<file path="src/rtl/fetch_unit.sv">
// Instruction fetch front end: PC, single-outstanding imem requests, prefetch FIFO to decode.
// Build option FETCH_PERF_EN adds the perf_fetched / perf_flushes counters.
module fetch_unit #(
   parameter int               ISIZE    = 16,
   parameter int               ASIZE    = 16,
   parameter int               DEPTH    = 2,
   parameter logic [ASIZE-1:0] RESET_PC = 16'h0000
) (
   input  logic             clk,
   input  logic             rst,
   output logic             imem_req,
   output logic [ASIZE-1:0] imem_addr,
   input  logic             imem_gnt,
   input  logic             imem_rvalid,
   input  logic [ISIZE-1:0] imem_rdata,
   output logic             instr_valid,
   output logic [ISIZE-1:0] instr_out,
   output logic [ASIZE-1:0] instr_pc,
   input  logic             instr_ready,
   input  logic             redir_en,
   input  logic [ASIZE-1:0] redir_addr,
   input  logic             exec_en,
   input  logic [ASIZE-1:0] exec_addr
`ifdef FETCH_PERF_EN
   ,
   output logic [15:0]      perf_fetched,
   output logic [15:0]      perf_flushes
`endif
);

   localparam int PW = (DEPTH > 1) ? $clog2(DEPTH) : 1;
   localparam logic [PW:0]      FULL_CNT = (PW+1)'(DEPTH);
   localparam logic [PW:0]      ZERO_CNT = {(PW+1){1'b0}};
   localparam logic [PW:0]      ONE_CNT  = {{PW{1'b0}}, 1'b1};
   localparam logic [PW-1:0]    ONE_PTR  = {{(PW-1){1'b0}}, 1'b1};
   localparam logic [ASIZE-1:0] ONE_PC   = {{(ASIZE-1){1'b0}}, 1'b1};

   localparam logic [1:0] ST_FETCH      = 2'd0;
   localparam logic [1:0] ST_WAIT       = 2'd1;
   localparam logic [1:0] ST_EXEC_FETCH = 2'd2;
   localparam logic [1:0] ST_EXEC_WAIT  = 2'd3;

   logic [1:0]       state_q, state_d;
   logic [ASIZE-1:0] pc_q, pc_d;
   logic [ASIZE-1:0] exec_addr_q, exec_addr_d;
   logic             drop_q, drop_d;
   logic [ISIZE-1:0] word_q [DEPTH];
   logic [ASIZE-1:0] wpc_q [DEPTH];
   logic [PW-1:0]    wr_ptr_q, wr_ptr_d, rd_ptr_q, rd_ptr_d;
   logic [PW:0]      count_q, count_d;

   logic             req_s, pop_s, push_s, flush_s, outstanding_s;
   logic [ASIZE-1:0] addr_s, push_pc_s;
   logic [ISIZE-1:0] push_word_s;

   assign pop_s         = instr_ready && (count_q != ZERO_CNT);
   assign flush_s       = redir_en || exec_en;
   assign outstanding_s = (state_q == ST_WAIT) || (state_q == ST_EXEC_WAIT) || drop_q;

   // Request generation; a redirect/EXEC cycle never issues, so the new stream starts next cycle.
   always_comb begin
      req_s  = 1'b0;
      addr_s = pc_q;
      case (state_q)
         ST_FETCH: begin
            req_s  = !drop_q && (count_q < FULL_CNT);
            addr_s = pc_q;
         end
         ST_EXEC_FETCH: begin
            req_s  = !drop_q;
            addr_s = exec_addr_q;
         end
         default: begin
            req_s  = 1'b0;
            addr_s = pc_q;
         end
      endcase
   end

   assign imem_req  = rst && req_s && !flush_s;
   assign imem_addr = addr_s;

   // FSM next state, PC, drop flag and FIFO push; redirect outranks EXEC, both outrank the FSM.
   always_comb begin
      state_d     = state_q;
      pc_d        = pc_q;
      exec_addr_d = exec_addr_q;
      drop_d      = drop_q;
      push_s      = 1'b0;
      push_word_s = imem_rdata;
      push_pc_s   = pc_q;
      case (state_q)
         ST_FETCH: begin
            if (imem_req && imem_gnt) state_d = ST_WAIT;
            else                      state_d = ST_FETCH;
         end
         ST_WAIT: begin
            if (imem_rvalid) begin
               push_s  = 1'b1;
               pc_d    = pc_q + ONE_PC;
               state_d = ST_FETCH;
            end else begin
               state_d = ST_WAIT;
            end
         end
         ST_EXEC_FETCH: begin
            if (imem_req && imem_gnt) state_d = ST_EXEC_WAIT;
            else                      state_d = ST_EXEC_FETCH;
         end
         ST_EXEC_WAIT: begin
            if (imem_rvalid) begin
               push_s    = 1'b1;
               push_pc_s = exec_addr_q;
               state_d   = ST_FETCH;
            end else begin
               state_d = ST_EXEC_WAIT;
            end
         end
         default: state_d = ST_FETCH;
      endcase
      if (drop_q && imem_rvalid) drop_d = 1'b0;
      else                       drop_d = drop_q;
      // PC is held on EXEC so a flushed in-flight instruction is refetched on return.
      if (redir_en) begin
         state_d = ST_FETCH;
         pc_d    = redir_addr;
         drop_d  = outstanding_s && !imem_rvalid;
         push_s  = 1'b0;
      end else if (exec_en) begin
         state_d     = ST_EXEC_FETCH;
         pc_d        = pc_q;
         exec_addr_d = exec_addr;
         drop_d      = outstanding_s && !imem_rvalid;
         push_s      = 1'b0;
      end else begin
         exec_addr_d = exec_addr_q;
      end
   end

   // FIFO pointer and occupancy update; a flush wins over any same-cycle pop.
   always_comb begin
      if (flush_s) begin
         wr_ptr_d = {PW{1'b0}};
         rd_ptr_d = {PW{1'b0}};
         count_d  = ZERO_CNT;
      end else begin
         wr_ptr_d = push_s ? (wr_ptr_q + ONE_PTR) : wr_ptr_q;
         rd_ptr_d = pop_s  ? (rd_ptr_q + ONE_PTR) : rd_ptr_q;
         count_d  = count_q + (push_s ? ONE_CNT : ZERO_CNT) - (pop_s ? ONE_CNT : ZERO_CNT);
      end
   end

   // Control state registers.
   always_ff @(posedge clk or negedge rst) begin
      if (!rst) begin
         state_q     <= ST_FETCH;
         pc_q        <= RESET_PC;
         exec_addr_q <= {ASIZE{1'b0}};
         drop_q      <= 1'b0;
         wr_ptr_q    <= {PW{1'b0}};
         rd_ptr_q    <= {PW{1'b0}};
         count_q     <= ZERO_CNT;
      end else begin
         state_q     <= state_d;
         pc_q        <= pc_d;
         exec_addr_q <= exec_addr_d;
         drop_q      <= drop_d;
         wr_ptr_q    <= wr_ptr_d;
         rd_ptr_q    <= rd_ptr_d;
         count_q     <= count_d;
      end
   end

   // FIFO storage.
   always_ff @(posedge clk or negedge rst) begin
      if (!rst) begin
         for (int i = 0; i < DEPTH; i++) begin
            word_q[i] <= {ISIZE{1'b0}};
            wpc_q[i]  <= {ASIZE{1'b0}};
         end
      end else if (push_s) begin
         word_q[wr_ptr_q] <= push_word_s;
         wpc_q[wr_ptr_q]  <= push_pc_s;
      end else begin
         word_q[wr_ptr_q] <= word_q[wr_ptr_q];
      end
   end

   assign instr_valid = (count_q != ZERO_CNT);
   assign instr_out   = instr_valid ? word_q[rd_ptr_q] : {ISIZE{1'b0}};
   assign instr_pc    = instr_valid ? wpc_q[rd_ptr_q]  : {ASIZE{1'b0}};

`ifdef FETCH_PERF_EN
   logic        flush_hit_s;
   logic [15:0] fetched_q, flushes_q;

   assign flush_hit_s = flush_s && ((count_q > ONE_CNT) || ((count_q == ONE_CNT) && !pop_s) ||
                                    (outstanding_s && !imem_rvalid));

   // Performance counters, free-running with natural wrap.
   always_ff @(posedge clk or negedge rst) begin
      if (!rst) begin
         fetched_q <= 16'h0000;
         flushes_q <= 16'h0000;
      end else begin
         fetched_q <= pop_s       ? (fetched_q + 16'h0001) : fetched_q;
         flushes_q <= flush_hit_s ? (flushes_q + 16'h0001) : flushes_q;
      end
   end

   assign perf_fetched = fetched_q;
   assign perf_flushes = flushes_q;
`endif

endmodule
</file>
<file path="config.mk">
export PLATFORM = sky130hd
export DESIGN_NAME = fetch_unit
export DESIGN_NICKNAME = d
export VERILOG_FILES = /design/src/rtl/fetch_unit.sv
export SDC_FILE = /design/constraint.sdc
export NUM_CORES = 1
export LEC_CHECK = 0
export BUFFER_PORTS_ARGS = -buffer_cell sky130_fd_sc_hd__buf_2
export CAP_MARGIN = 20
export CORE_UTILIZATION = 34
export DETAILED_ROUTE_END_ITERATION = 10
export MAX_ROUTING_LAYER = met4
export PLACE_DENSITY = 0.57
export SYNTH_ARGS = -nofsm -noshare
export SYNTH_HDL_FRONTEND = slang
export SYNTH_SLANG_ARGS = --single-unit
</file>
<file path="constraint.sdc">
create_clock -name clk -period 4.85 [get_ports clk]
set_input_delay 0.7275 -clock clk [delete_from_list [all_inputs] [get_ports clk]]
set_output_delay 0.7275 -clock clk [all_outputs]
set_load 0.02 [all_outputs]
</file>
==> metrics.csv, run 1 <==
stage;metric;value;unit
route;routed_via_density;4.94;
timing;fmax;369;MHz
grt;grt_max_degree;72;
final_layout;mostFrequentLayoutCell;buf_2;
grt;met2_usage;24.1;%
timing;hold_viol_final;0;
clock_tree;cts.clk_slew.worst_paths;0.06;ns
timing;finalSetupViolCount;0;
placement;dpl_cell_area;5740;µm²
power_and_ir_drop;p_sw;468;µW
power_and_ir_drop;p_comb_share;11.6;%
timing;fin_setup_tns;0;ns
placement;gp_congestion;0.742;
worst_setup_path;crit_family;flip-flops;
synth;synth.cell_area;5100;µm²
route;drcViolationCount;0;
synth;async_flop_share;100;%
grt;antenna_found_initial;0;
floorplan;io_pins;105;
worst_setup_path;cp-start-kind;flop;
floorplan;core;14600;µm²
power_and_ir_drop;peakVddDrop;0.159;mV
timing;worst_clock_skew;0.00755;ns
worst_setup_path;worst-path-max-fanout;33;
min_path;hp-class;in2async;
synth;synthDistinctLibCells;38;
clock_tree;clkSinkCount;103;
floorplan;fp.dieW;125;µm
synth;synth_warnings;0;
worst_setup_path;cpPeakStageDelay;1.03;ns
worst_setup_path;timing.rr.start;count_q[1];
final_layout;syn_to_final_growth;17.6;%
clock_tree;cts_resized;0;
route;wire_per_inst;15.9;µm
synth;synth_ff_type;dfrtp_1;
timing;worst_pin_slew;1.03;ns
synth;synth_enable_flop_cells;0;
worst_setup_path;critPathLaunch;rd_ptr_q;
worst_setup_path;required;4.12;ns
floorplan;rows;44;
timing;maxSlewHeadroom;31.5;%
floorplan;die_area;15500;µm²
synth;syn_nets;515;
worst_setup_path;r2r_slack;2.75;ns
final_layout;drive_gt1_share;34.4;%
grt;met1_usage;22.1;%
power_and_ir_drop;power_frac_seq;52.3;%
worst_setup_path;cp.arrival;1.98;ns
worst_setup_path;crit_end;instr_pc[15];
synth;synthCells;457;
power_and_ir_drop;switching_share;25.6;%
worst_setup_path;path_cells;mux2i_1 -> nor2_1 -> buf_2;
floorplan;start_util;35.0;%
grt;grt_overflow;0;
power_and_ir_drop;power.internal;1360;µW
clock_tree;cts_max_level;3;
clock_tree;root_buffer;clkbuf_16;
synth;seq_area_frac_synth;50.5;%
final_layout;nets;605;
clock_tree;clk_latency;0.35;ns
grt;busiest_layer;met2;
grt;gr-usage-met3;3.78;%
power_and_ir_drop;clockPowerShare;36.2;%
power_and_ir_drop;leakage;0.00287;µW
route;ant_nets;0;
worst_setup_path;path_depth;3;
placement;io_buffers;104;
power_and_ir_drop;power.density;304;nW/µm²
timing;post-route-period-util;55.9;%
timing;slew_viol_final;0;
worst_setup_path;path_class;reg2out;
worst_setup_path;cp_num_buf_inv;1;
outcome;status;complete, no violations;
clock_tree;cts_buffer_depth;2;
clock_tree;post-cts-setup-buffer-count;0;
route;route.vias.total;3620;
route;wl;11.6;mm
worst_setup_path;slowest_stage;dfrtp_2;
clock_tree;cts_buffers;9;
clock_tree;ctsHoldBuffers;0;
worst_setup_path;r2r-end;count_q[1];
final_layout;final_area;6000;µm²
grt;grt_usage;16.2;%
floorplan;die_h;125;µm
timing;period_needed;2.71;ns
synth;synth-seq-cells;103;
final_layout;final_cell_mix;buf_2, dfrtp_1, mux2i_1, nand2_1;
synth;syn_avg_cell_area;11.2;µm²
clock_tree;tritoncts;built;
grt;grt_pass1_vias;3688;
flow_run;drv_cap;0;
timing;rsz0062_at_grt;no;
worst_setup_path;reg2regPathDepth;10;
route;first_pass_iters;4;
route;drtIter0Drc;201;
placement;post-dp-hpwl;7.96;mm
worst_setup_path;cp-end-kind;primary output;
final_layout;num_antenna_cells;0;
grt;grt_pass1_wl;19.3;mm
[worst min path at each step]
stage	slack (ns)	startpoint	end
after floorplan	0.43	rst	count_q[0]
after global placement	0.46	wpc_q[3]	wpc_q[3]
after detailed placement	0.47	wpc_q[5]	wpc_q[5]
after CTS	0.34	rst	word_q[29]
after global routing	0.35	rst	word_q[29]
final	0.33	rst	word_q[29]
[Yosys cell counts (3+ instances only)]
master    count  share of area (%)
o21ai_1      16                1.6
buf_6         3               0.66
xnor2_1       8                1.4
buf_2        11                1.1
and2_1        3               0.37
ha_1          3               0.74
or3_1         3               0.37
a31oi_1       5               0.61
a21oi_1       3               0.29
mux2i_1      49                9.6
nand4_1       4               0.49
nand2_1      48                3.5
nor2b_1       3               0.37
mux2_2       46                 10
xor2_1        5               0.86
o21ai_0      31                3.0
dfrtp_1     103                 51
nor2_1       47                3.5
clkbuf_1     14                1.0
mux2_4       16                4.7
nand3_1       8               0.78
inv_1         5               0.37
[logic make-up after synthesis]
group	Yosys count	synth area share, %
AO/OA/AOI/OAI	60	6.38
XOR/XNOR	13	2.23
adder cells (fa/ha/maj)	3	0.736
buffers and inverters	36	3.51
flip-flops	103	50.5
multiplexers	111	24.5
AND/OR/NAND/NOR	131	12.2
[state kept, by name, indices dropped and copies added, names as in the netlist]
signal       flops
state_q          2
drop_q           1
wpc_q           32
exec_addr_q     16
word_q          32
pc_q            16
wr_ptr_q         1
count_q          2
rd_ptr_q         1
[through the flow]
step | hold WS, ns | worst slack, ns | util [%] | instances | power, µW
global route | 0.354 | 2.00 | 41.1 | 733 | 1920
global placement | 0.463 | 2.35 | 39.3 | 720 | 1180
detailed placement | 0.470 | 2.30 | 39.3 | 720 | 1180
floorplan | 0.432 | 2.58 | - | 457 | 1090
finish | 0.330 | 2.14 | 41.1 | 733 | 1830
CTS | 0.343 | 2.09 | 41.1 | 733 | 1860
[power by group through the flow]
stage | Combinational, µW | Clock [µW] | Sequential (µW)
after floorplan | 137 | 0 | 951
after global placement | 208 | 0 | 970
after detailed placement | 213 | 0 | 971
after CTS | 214 | 690 | 954
after global routing | 235 | 727 | 962
final | 211 | 661 | 955
[layout make-up]
class / instances / area [µm²]
repair buffers: 109 / 561
flip-flops and latches: 103 / 2580
inverters: 6 / 22.5
fillers: 1450 / 8590
clock buffers: 10 / 239
well taps: 184 / 230
clock inverters: 3 / 22.5
multi-input cells: 318 / 2350
[worst register-to-register path, cell delays in order (launching register included)]
cell	delay (ns)
dfrtp_1	0.40
nor2_2	0.10
buf_4	0.33
inv_1	0.09
and2_1	0.20
ha_1	0.28
inv_1	0.04
ha_1	0.18
xnor2_1	0.18
xnor2_1	0.14
nor2_1	0.05
[layer usage]
metal	routed length, µm	share of wire [%]	vias to the layer above
met5	0	0	-
met4	136	1.2	0
met3	599	5.2	10
met2	5160	44	115
met1	5720	49	1733
li1	-	-	1762
(Power assumes the default switching activity.)
==> run 2, diff against run 1 <==
Settings changed: PLACE_DENSITY 0.57 to 0.59.
Clock period 4.85 ns to 2.4 ns, I/O delays scaled along.
==> metrics.csv, run 2 (same netlist as run 1, synthesis figures left out) <==
stage;metric;value;unit;change
outcome;status;complete, no violations;;
min_path;hp-class;in2async;;
route;first_pass_iters;4;;unchanged
power_and_ir_drop;clockPowerShare;40.3;%;+4.1 points
power_and_ir_drop;peakVddDrop;0.321;mV;+100%
clock_tree;tritoncts;built;;
power_and_ir_drop;finalPower;3950;µW;+120%
final_layout;mostFrequentLayoutCell;buf_2;;
clock_tree;cts_buffer_depth;2;;unchanged
placement;place_ws;0.393;ns;-1.91 ns
route;drtIter0Drc;148;;-26%
grt;grt_pass1_wl;19.4;mm;+0.25%
grt;grt_max_degree;104;;+44%
clock_tree;clkSinkCount;103;;unchanged
grt;grt_pass1_vias;3674;;-0.38%
floorplan;rows;44;;unchanged
timing;fmax;450;MHz;
clock_tree;cts_resized;0;;unchanged
final_layout;num_antenna_cells;0;;unchanged
floorplan;start_util;35.0;%;unchanged
floorplan;die_h;125;µm;unchanged
floorplan;io_pins;105;;unchanged
timing;worst_clock_skew;0.00856;ns;+0.00101 ns
final_layout;final_area;6130;µm²;+2.1%
clock_tree;post-cts-setup-buffer-count;0;;unchanged
timing;fin_setup_tns;0;ns;unchanged
worst_setup_path;worst-path-max-fanout;14;;-58%
grt;grt_overflow;0;;unchanged
power_and_ir_drop;power.density;644;nW/µm²;+110%
timing;finalSetupViolCount;0;;unchanged
timing;post-route-period-util;92.6;%;
placement;post-dp-hpwl;8.01;mm;+0.64%
power_and_ir_drop;power.internal;2980;µW;+120%
clock_tree;cts_buffers;9;;unchanged
final_layout;nets;610;;+0.83%
clock_tree;ctsHoldBuffers;0;;unchanged
power_and_ir_drop;switching_share;24.5;%;-1.1 points
flow_run;drv_cap;0;;unchanged
timing;finalWorstSetupSlack;0.177;ns;-1.96 ns
final_layout;top_regs;word_q x32, wpc_q x32;;
timing;slew_viol_final;0;;unchanged
clock_tree;cts_max_level;3;;unchanged
placement;dpl_cell_area;5800;µm²;+1.1%
worst_setup_path;cp-end-kind;primary output;;
timing;rsz0062_at_grt;no;;
placement;gp_congestion;0.872;;+18%
grt;grt_usage;16.2;%;-0.017 points
final_layout;drive_gt1_share;35.2;%;+0.76 points
worst_setup_path;path_class;reg2out;;
clock_tree;cts.clk_slew.worst_paths;0.07;ns;about the same
route;wire_per_inst;15.4;µm;-2.8%
placement;io_buffers;104;;unchanged
floorplan;core;14600;µm²;unchanged
clock_tree;clk_latency;0.35;ns;about the same
route;routed_via_density;4.85;;-1.8%
grt;antenna_found_initial;0;;unchanged
power_and_ir_drop;p_comb_share;11.1;%;-0.5 points
worst_setup_path;required;2.04;ns;-2.08 ns
worst_setup_path;cp.arrival;1.86;ns;-0.12 ns
power_and_ir_drop;power_frac_seq;48.6;%;-3.7 points
route;route.vias.total;3592;;-0.77%
final_layout;syn_to_final_growth;20.1;%;
power_and_ir_drop;p_sw;967;µW;+110%
timing;worst_pin_slew;0.667;ns;-0.360 ns
final_layout;final_cell_mix;buf_2, dfrtp_1, mux2i_1, nand2_1;;
route;ant_nets;0;;unchanged
clock_tree;root_buffer;clkbuf_16;;
power_and_ir_drop;leakage;0.00292;µW;+2.0%
timing;hold_viol_final;0;;unchanged
route;wl;11.4;mm;-1.7%
timing;period_needed;2.22;ns;
floorplan;fp.dieW;125;µm;unchanged
timing;maxSlewHeadroom;55.5;%;+24 points
route;drcViolationCount;0;;unchanged
floorplan;die_area;15500;µm²;unchanged
worst_setup_path;cp-start-kind;flop;;
## run 2: changes by cell type in the layout (fill, tap and decap cells not counted), sizes merged
cell	previous run	this run
bufinv	0	2
clkbuf	10	11
buf	109	114
clkinvlp	0	1
clkinv	4	3
## run 2: through the flow
step	util (%)	cells	hold WS [ns]
2_1_floorplan	-	457	0.0644
3_3_place_gp	39.8	725	0.462
3_5_place_dp	39.8	725	0.470
4_1_cts	42.0	741	0.142
5_1_grt	42.0	741	0.160
6_report	42.0	741	0.100
## run 2: final cells by class
type,instances,area [µm²]
Clock buffer,11,243
Clock inverter,5,81.3
Fill cell,1423,8460
Inverter,6,22.5
Multi-Input combinational cell,318,2350
Sequential cell,103,2580
Tap cell,184,230
Timing Repair Buffer,114,623
## run 2: path summary, 6_finish.rpt
path / start / to / slack, ns / depth (start not counted)
min in group clk: redir_addr[6] / pc_q[6] / 0.22 / 3
worst min-delay path: rst / word_q[11] / 0.10 / 2
worst max-delay path: state_q[0] / imem_addr[9] / 0.18 / 4
worst min register to register: wpc_q[1] / wpc_q[1] / 0.48 / 2
max in group asynchronous: rst / wpc_q[11] / 1.85 / 2
worst max register to register: state_q[0] / pc_q[14] / 0.42 / 4
## run 2: power groups by stage
stage | logic, µW | registers, µW | clock network, µW
4_1_cts | 448 | 1920 | 1640
2_1_floorplan | 277 | 1920 | 0
3_5_place_dp | 446 | 1950 | 0
6_report | 439 | 1920 | 1590
5_1_grt | 490 | 1930 | 1710
3_3_place_gp | 436 | 1950 | 0
## run 2: layer usage
metal	up-vias	routed length [µm]	GRT usage [%]	share of wire, %
met4	0	197	6.17	1.7
li1	1776	-	-	-
met1	1698	5680	21.8	50
met5	-	0	-	0
met3	15	556	3.78	4.9
met2	103	5000	23.6	44
## run 2: worst max-delay path, cell delays in order (launching register included)
cell,delay (ns)
dfrtp_1,0.48
nor2b_1,0.24
buf_4,0.26
mux2_2,0.37
buf_2,0.16
==> run 3, diff against run 2 <==
Settings changed: CORE_MARGIN from default to 2.
==> metrics.csv, run 3 (same netlist as run 1, synthesis figures left out) <==
stage;metric;value;unit;change
route;top_layer;met4;;
final_layout;final_util;41.7;%;-0.29 points
route;wl_met2;5.32;mm;+6.5%
timing;worst_clock_skew;0.0109;ns;+0.00231 ns
final_layout;mostFrequentLayoutCell;buf_2;;
worst_setup_path;worst-path-max-fanout;16;;+2
clock_tree;cts_buffers;9;;unchanged
route;m1WireLength;5.69;mm;+0.26%
clock_tree;cts_buffer_depth;2;;unchanged
grt;antenna_found_initial;0;;unchanged
timing;maxSlewHeadroom;40.7;%;-15 points
clock_tree;root_buffer;clkbuf_16;;
final_layout;drive_gt1_share;35.6;%;+0.41 points
clock_tree;clkSinkCount;103;;unchanged
timing;rsz0062_at_grt;no;;
placement;place_ws;0.416;ns;+0.0231 ns
route;drtIter0Drc;174;;+18%
timing;worst_pin_slew;0.890;ns;+0.223 ns
worst_setup_path;cp-start-kind;flop;;
route;wl_met3;612;µm;+10%
floorplan;core;14600;µm²;unchanged
timing;whs;0.0867;ns;-0.0135 ns
timing;fin_setup_tns;0;ns;unchanged
worst_setup_path;r2r_slack;0.55;ns;+0.13 ns
clock_tree;clk_latency;0.35;ns;about the same
floorplan;rows;44;;unchanged
worst_setup_path;cp.arrival;1.88;ns;+0.02 ns
route;routed_via_density;4.85;;about the same
worst_setup_path;required;2.04;ns;about the same
route;ant_nets;0;;unchanged
placement;post-dp-hpwl;8.36;mm;+4.4%
final_layout;final_area;6080;µm²;-0.69%
min_path;hp-class;in2async;;
clock_tree;post-cts-setup-buffer-count;0;;unchanged
route;first_pass_iters;4;;unchanged
timing;post-route-period-util;93.2;%;+0.59 points
worst_setup_path;path_class;reg2out;;
power_and_ir_drop;leakage;0.00291;µW;-0.59%
timing;period_needed;2.24;ns;+0.0142 ns
outcome;status;complete, no violations;;
grt;grt_max_degree;70;;-33%
placement;gp_congestion;0.856;;-1.8%
worst_setup_path;reg2regPathDepth;4;;unchanged
grt;grt_overflow;0;;unchanged
timing;finalWorstSetupSlack;0.163;ns;-0.0142 ns
grt;grt_pass1_vias;3682;;+0.22%
floorplan;io_pins;105;;unchanged
final_layout;nets;612;;+0.33%
grt;grt_usage;15.7;%;-0.49 points
clock_tree;cts.clk_slew.worst_paths;0.07;ns;about the same
placement;io_buffers;104;;unchanged
final_layout;final_cell_mix;buf_2, dfrtp_1, mux2i_1, nand2_1;;
power_and_ir_drop;peakVddDrop;0.355;mV;+11%
route;wire_per_inst;15.9;µm;+2.9%
worst_setup_path;timing.rr.start;state_q[0];;
clock_tree;tritoncts;built;;
worst_setup_path;cp-end-kind;primary output;;
final_layout;syn_to_final_growth;19.2;%;
worst_setup_path;r2r-end;pc_q[14];;
clock_tree;cts_max_level;3;;unchanged
flow_run;drv_cap;0;;unchanged
timing;hold_viol_final;0;;unchanged
floorplan;fp.dieW;127;µm;+1.6%
route;drcViolationCount;0;;unchanged
final_layout;num_antenna_cells;0;;unchanged
route;route.vias.total;3603;;+0.31%
floorplan;die_h;127;µm;+1.6%
timing;finalSetupViolCount;0;;unchanged
timing;fmax;447;MHz;-0.64%
timing;slew_viol_final;0;;unchanged
placement;dpl_cell_area;5810;µm²;about the same
route;wl;11.8;mm;+3.2%
final_layout;top_regs;word_q x32, wpc_q x32;;
floorplan;die_area;16000;µm²;+3.2%
floorplan;start_util;35.0;%;unchanged
power_and_ir_drop;power.density;613;nW/µm²;-4.8%
grt;grt_pass1_wl;19.4;mm;-0.11%
==> run 3: cell count changes in the layout (fill, tap and decap cells not counted), sizes merged <==
cell	change
buf	+2
bufinv	-2
clkinv	+1
clkinvlp	+1
==> run 3: worst max-delay path, stage by stage, from the launching register on <==
cell,delay [ns]
dfrtp_1,0.49
nor2b_2,0.21
buf_4,0.27
mux2_2,0.38
buf_2,0.16
==> run 3: metal layers <==
layer  GRT usage (%)  vias to the layer above
met5               -                        -
met4            4.20                        0
met3            4.34                       11
met2            23.4                       93
met1            21.1                     1727
li1                -                     1772
==> run 3: power by group <==
group          leakage [µW]  switching (µW)  internal, µW
logic               0.00142             232           204
registers           0.00136            94.3          1830
clock network      0.000132             640           730
==> run 3: layout make-up <==
cell class	instances	area, µm²
clock buffer	11	243
clock inverter	5	33.8
fill	1425	8500
inverter	6	22.5
multi-input combinational	318	2350
sequential	103	2580
tap	184	230
timing repair buffer	116	626
==> run 3: how the worst max path moves through the flow <==
| stage | start | end | cells after the start |
|---|---|---|---|
| 2_1_floorplan | state_q[0] | imem_addr[10] | 5 |
| 3_3_place_gp | exec_en | word_q[21] | 4 |
| 3_5_place_dp | exec_en | word_q[29] | 4 |
| 4_1_cts | state_q[0] | imem_addr[13] | 4 |
| 5_1_grt | state_q[0] | imem_addr[13] | 4 |
| 6_report | state_q[0] | imem_addr[13] | 4 |
==> run 3: repair_timing <==
item                                    CTS  global route
hold buffers                              0             0
resized for setup                         0             1
endpoints found under the setup margin    0            11
==> run 3: metrics by stage <==
stage / cells / power [µW]
finish: 743 / 3730
global route: 743 / 3910
CTS: 743 / 3780
detailed placement: 727 / 2400
global placement: 727 / 2380
floorplan: 457 / 2200
